File: src/rtl/weight_stream_ctrl_pkg.sv
// Shared types and defaults for the weight streamer: layer sizes, FSM encoding
// and the read-credit helper used by the controller.
package weight_stream_ctrl_pkg;

    localparam int KERN_S_11   = 9;
    localparam int COEFF_WIDTH = 16;

    typedef enum logic [1:0] {
        IDLE  = 2'd0,
        FETCH = 2'd1,
        DRAIN = 2'd2
    } ws_state_t;

    // A new read may go out only if the word it returns is sure to find a slot.
    function automatic logic credit_ok(input logic [1:0] occ, input logic inflight);
        return ({1'b0, occ} + {2'b00, inflight}) <= 3'd1;
    endfunction

endpackage

File: src/rtl/weight_skid_buf.sv
// Two-entry FIFO that absorbs the ROM read latency; head is a register so the
// stream data stays stable while the downstream is full.
module weight_skid_buf #(
    parameter int DATA_WIDTH = 16
) (
    input  logic                  ap_clk,
    input  logic                  ap_rst,
    input  logic                  push,
    input  logic [DATA_WIDTH-1:0] push_data,
    input  logic                  pop,
    output logic [DATA_WIDTH-1:0] head,
    output logic [1:0]            count
);

    logic [DATA_WIDTH-1:0] tail;
    logic                  pop_ok;

    assign pop_ok = pop && (count != 2'd0);

    always_ff @(posedge ap_clk or posedge ap_rst) begin
        if (ap_rst) begin
            head  <= '0;
            tail  <= '0;
            count <= 2'd0;
        end else begin
            case ({push, pop_ok})
                2'b10: begin
                    if (count == 2'd0) begin
                        head <= push_data;
                    end else if (count == 2'd1) begin
                        tail <= push_data;
                    end
                    if (count != 2'd2) begin
                        count <= count + 2'd1;
                    end
                end
                2'b01: begin
                    if (count == 2'd2) begin
                        head <= tail;
                    end
                    count <= count - 2'd1;
                end
                // Simultaneous push and pop leaves the count unchanged.
                2'b11: begin
                    if (count == 2'd1) begin
                        head <= push_data;
                    end else begin
                        head <= tail;
                        tail <= push_data;
                    end
                end
                default: ;
            endcase
        end
    end

endmodule

File: src/rtl/weight_stream_ctrl.sv
// Sequencer that sweeps the weight ROM NUM_PASSES times per start and feeds
// the coefficients into an ap_fifo-style stream at up to one word per cycle.
module weight_stream_ctrl
    import weight_stream_ctrl_pkg::*;
#(
    parameter int   MEM_SIZE   = KERN_S_11,
    parameter int   DATA_WIDTH = COEFF_WIDTH,
    parameter int   NUM_PASSES = 1,
    localparam int  ADDR_WIDTH = $clog2(MEM_SIZE)
) (
    input  logic                  ap_clk,
    input  logic                  ap_rst,
    input  logic                  start,
    output logic                  idle,
    output logic                  done,
    output logic [ADDR_WIDTH-1:0] weight_address,
    output logic                  weight_ce,
    input  logic [DATA_WIDTH-1:0] weight_q,
    output logic [DATA_WIDTH-1:0] output_V_din,
    input  logic                  output_V_full_n,
    output logic                  output_V_write
);

    localparam int                    PASS_W    = (NUM_PASSES > 1) ? $clog2(NUM_PASSES) : 1;
    localparam logic [ADDR_WIDTH-1:0] LAST_ADDR = ADDR_WIDTH'(MEM_SIZE - 1);
    localparam logic [PASS_W-1:0]     LAST_PASS = PASS_W'(NUM_PASSES - 1);

    ws_state_t             state;
    ws_state_t             state_nxt;
    logic [ADDR_WIDTH-1:0] addr;
    logic [PASS_W-1:0]     pass;
    logic                  rd_inflight;
    logic [1:0]            buf_count;
    logic [1:0]            occ;
    logic                  issue;
    logic                  last_read;

    // The word returning from the ROM is captured exactly one cycle after its read.
    weight_skid_buf #(
        .DATA_WIDTH(DATA_WIDTH)
    ) u_skid_buf (
        .ap_clk    (ap_clk),
        .ap_rst    (ap_rst),
        .push      (rd_inflight),
        .push_data (weight_q),
        .pop       (output_V_write),
        .head      (output_V_din),
        .count     (buf_count)
    );

    always_comb begin
        output_V_write = (buf_count != 2'd0) && output_V_full_n;
        occ            = buf_count - {1'b0, output_V_write};
        issue          = (state == FETCH) && credit_ok(occ, rd_inflight);
        last_read      = issue && (addr == LAST_ADDR) && (pass == LAST_PASS);
        // Last word: nothing in flight and only one entry left, leaving this cycle.
        done           = (state == DRAIN) && output_V_write && (buf_count == 2'd1) && !rd_inflight;
        state_nxt      = state;
        case (state)
            IDLE:    if (start)     state_nxt = FETCH;
            FETCH:   if (last_read) state_nxt = DRAIN;
            DRAIN:   if (done)      state_nxt = IDLE;
            default:                state_nxt = IDLE;
        endcase
    end

    assign idle           = (state == IDLE);
    assign weight_ce      = issue;
    assign weight_address = addr;

    always_ff @(posedge ap_clk or posedge ap_rst) begin
        if (ap_rst) begin
            state       <= IDLE;
            addr        <= '0;
            pass        <= '0;
            rd_inflight <= 1'b0;
        end else begin
            state       <= state_nxt;
            rd_inflight <= issue;
            if (issue) begin
                if (addr == LAST_ADDR) begin
                    addr <= '0;
                    pass <= (pass == LAST_PASS) ? '0 : pass + PASS_W'(1);
                end else begin
                    addr <= addr + ADDR_WIDTH'(1);
                end
            end
        end
    end

endmodule

File: config.mk
export PLATFORM = sky130hd
export DESIGN_NAME = weight_stream_ctrl
export DESIGN_NICKNAME = d
export VERILOG_FILES = /design/src/rtl/weight_stream_ctrl_pkg.sv /design/src/rtl/weight_skid_buf.sv /design/src/rtl/weight_stream_ctrl.sv
export SDC_FILE = /design/constraint.sdc
export NUM_CORES = 1
export LEC_CHECK = 0
export ABC_AREA = 1
export BUFFER_PORTS_ARGS = -buffer_cell sky130_fd_sc_hd__buf_4
export CAP_MARGIN = 10
export CORE_UTILIZATION = 55
export DETAILED_ROUTE_END_ITERATION = 7
export HOLD_SLACK_MARGIN = 0.12
export PLACE_DENSITY = 0.88
export SETUP_SLACK_MARGIN = 0.02
export SYNTH_ARGS = -nofsm -noshare
export SYNTH_HDL_FRONTEND = slang
export SYNTH_SLANG_ARGS = --single-unit
File: constraint.sdc
create_clock -name ap_clk -period 2.4 [get_ports ap_clk]
set_clock_uncertainty 0.15 [all_clocks]
set_input_delay 0.48 -clock ap_clk [delete_from_list [all_inputs] [get_ports ap_clk]]
set_output_delay 0.48 -clock ap_clk [all_outputs]
set_load 0.05 [all_outputs]
==> metrics.txt <==
clock buffer depth=2; DR vias=2245; Clock Power Share=0.097; post-synthesis cell type count=25; DR pass1 iterations=5; Post-Synthesis Cells=322; Initial Util=0.579; total internal power=2.22 mW; vias in the first global route=2007; Die H=67.4 um; Post-synth EDFFs=0; final hold violations=0; H-tree depth=2; global-route wire length before repair=9030 um; worst slew pin tran=532 ps; clock sinks=41; Overall Power=4.66 mW; nets@finish=397; n_diodes=0; post-route setup TNS=0 ps; area leader, netlist=dfrtp_1; RSZ-0062 raised after global routing=false; DP Area=2750 um^2; post-synthesis mux area share=0; Detail Placement HPWL=3690 um; num rows=23; Seq/Total Area, Yosys=0.436; global-route usage over all layers=0.267; Final period util=0.957; Sw Pwr=2.44 mW; largest net degree at the start of global routing=42; die area=4540 um^2; top cell type's share of synthesized area=0.436; Seq cells post-synth=41; FF-to-FF Start=u_skid_buf.count[0]$_DFFE_PP0P_; CP max stage cell=dfrtp_1; TritonCTS clock tree=yes; main flop type after synthesis=dfrtp_1; highest metal used=met4; Detailed Route Iter0 Violations=169; worst setup path start=u_skid_buf.count[0]$_DFFE_PP0P_; sequential fraction of design power=0.265; # setup viols final=0; syn_nets=347; Final Critical Period=2300 ps; Avg Cell Area, Syn=7.30 um^2; initial antenna violation count=0; PortBufs=43; Critical Path Max Stage Delay=400 ps; Critical Path Source Type=flip-flop; # IOs=44; Synth Area in XOR/XNOR=0.0112; Placement Setup Slack=157 ps; total CTS buffers=5; drt drc=0; total grt overflow=0; max_slew headroom=0.645; Crit path required time=1770 ps; clock root buffer=clkbuf_8; critical path cell sequence=inv_2 -> ha_2 -> inv_2 -> nand3_1 -> nand2_1 -> nand2_1 -> nand3_4 -> inv_2 -> buf_6; WL/cell=13.0 um; Detailed Route WL=5520 um; fraction of layout cells with a size suffix above 1=0.233; fmax=0.435 GHz; Synth Area in Compound Gates=0.204; Met1 Wirelength=2450 um; Worst Path Max Fanout=6; Layout area overhead=23.6%; worst skew pair latency=300 ps; adder-cell share of the synthesized area=0.0266; met2 routed WL=2690 um; synth warn=0; Mapped Area=2350 um^2; CP most frequent cell=inv_2; top area cells in the synthesized netlist=dfrtp_1, nand2_1, o21ai_0, o21ai_1, inv_1; Switching Fraction=0.524; Worst-path clk slew=80 ps; Finished Cell Area=2910 um^2; Die X=67.4 um; post-layout util=0.716; VDD IR max=1.06 mV; worst setup margin=104 ps; Vias/cell=5.31; # hold bufs at CTS=0; Synth async-reset ratio=1.00; Max Cap Viol=0; post-synthesis simple-gate area fraction=0.238; Placer Congestion=0.868; antenna-violating nets left=0; Slew Viols, Final=0; Min-Delay Path Class=primary input to async pin; leak pwr=1.44 nW; power share of the combinational group=0.639; met3 wire length=295 um; Critical Path Sink Type=primary output; main combinational cell family by area after synthesis=simple AND/OR/NAND/NOR gates; most common cell in the netlist=nand2_1; CP arrival=1670 ps; critical path class=flip-flop to primary output; most instantiated cells after synthesis=nand2_1, dfrtp_1, o21ai_0, o21ai_1, inv_1; CORE AREA=4060 um^2; P per Cell Area=1600 nW/um^2; status=complete, no violations
==> repair_timing <==
action	4_1_cts	5_1_grt
endpoints found under the setup margin	2	2
buffers inserted	1	4
gates resized for setup	6	6
pin swaps	0	1
==> logic make-up (layout without fill, tap and decap cells) <==
kind of cell	count (synthesis)	count (layout)
AND/OR/NAND/NOR	136	136
buffers and inverters	47	98
AO/OA/AOI/OAI	90	90
adder cells (fa/ha/maj)	5	5
flip-flops	41	41
XOR/XNOR	3	3
==> power by group through the flow <==
stage	combinational (mW)	clock, mW	sequential (mW)
2_1_floorplan	1.53	0	1.77
3_3_place_gp	2.73	0	1.23
3_5_place_dp	2.80	0	1.24
4_1_cts	2.87	0.459	1.23
5_1_grt	3.27	0.494	1.27
6_report	2.98	0.452	1.23
==> worst paths after layout <==
path	end	slack, ps	depth (start not counted)
setup / recovery	weight_ce	100	9
hold / removal	u_skid_buf.tail[8]$_DFFE_PP0P_	160	3
setup reg to reg	u_skid_buf.tail[15]$_DFFE_PP0P_	260	9
hold reg to reg	u_skid_buf.head[13]$_DFFE_PP0P_	340	2
max in group asynchronous	u_skid_buf.head[15]$_DFFE_PP0P_	1580	3
min in group ap_clk	state[0]$_DFFE_PP0P_	240	3
==> flip-flops by register name (all words and copies together), names as in the netlist <==
| signal | flops |
|---|---|
| u_skid_buf.head | 16 |
| rd_inflight | 1 |
| u_skid_buf.count | 2 |
| u_skid_buf.tail | 16 |
| state | 2 |
| weight_address | 4 |
==> per-stage QoR <==
step           instances  hold slack, ps
3_5_place_dp         410             329
6_report             423             162
2_1_floorplan        322             339
3_3_place_gp         410             322
4_1_cts              419             174
5_1_grt              423             232
==> per-layer routing <==
| layer | vias up | GRT usage |
|---|---|---|
| li1 | 1149 | - |
| met1 | 1031 | 0.347 |
| met2 | 58 | 0.436 |
| met3 | 7 | 0.0574 |
| met4 | 0 | 0.0931 |
| met5 | - | 0 |
==> cells in the final DEF (no fill, tap or decap), types with 7 or more instances in the layout <==
master	Yosys	routed
dfrtp_1	41	41
buf_4	2	57
o21ai_0	39	39
nor2_1	10	8
nand2_1	105	104
inv_2	3	7
o22ai_1	11	11
nand3_1	10	9
o21ai_1	31	31
inv_1	28	24
==> worst max-delay path, delay by kind of cell, from the launching register on <==
family | cells | cell delay, ps
flip-flops | 1 | 400
buffers and inverters | 4 | 400
adder cells (fa/ha/maj) | 1 | 190
AND/OR/NAND/NOR | 4 | 370
==> layout make-up <==
class	instances	area, um^2
multi-input combinational	234	1160
fill	343	1150
timing repair buffer	59	450
clock buffer	5	68.8
sequential	41	1030
clock inverter	3	17.5
tap	50	62.6
inverter	31	116
(Power assumes the default switching activity.)
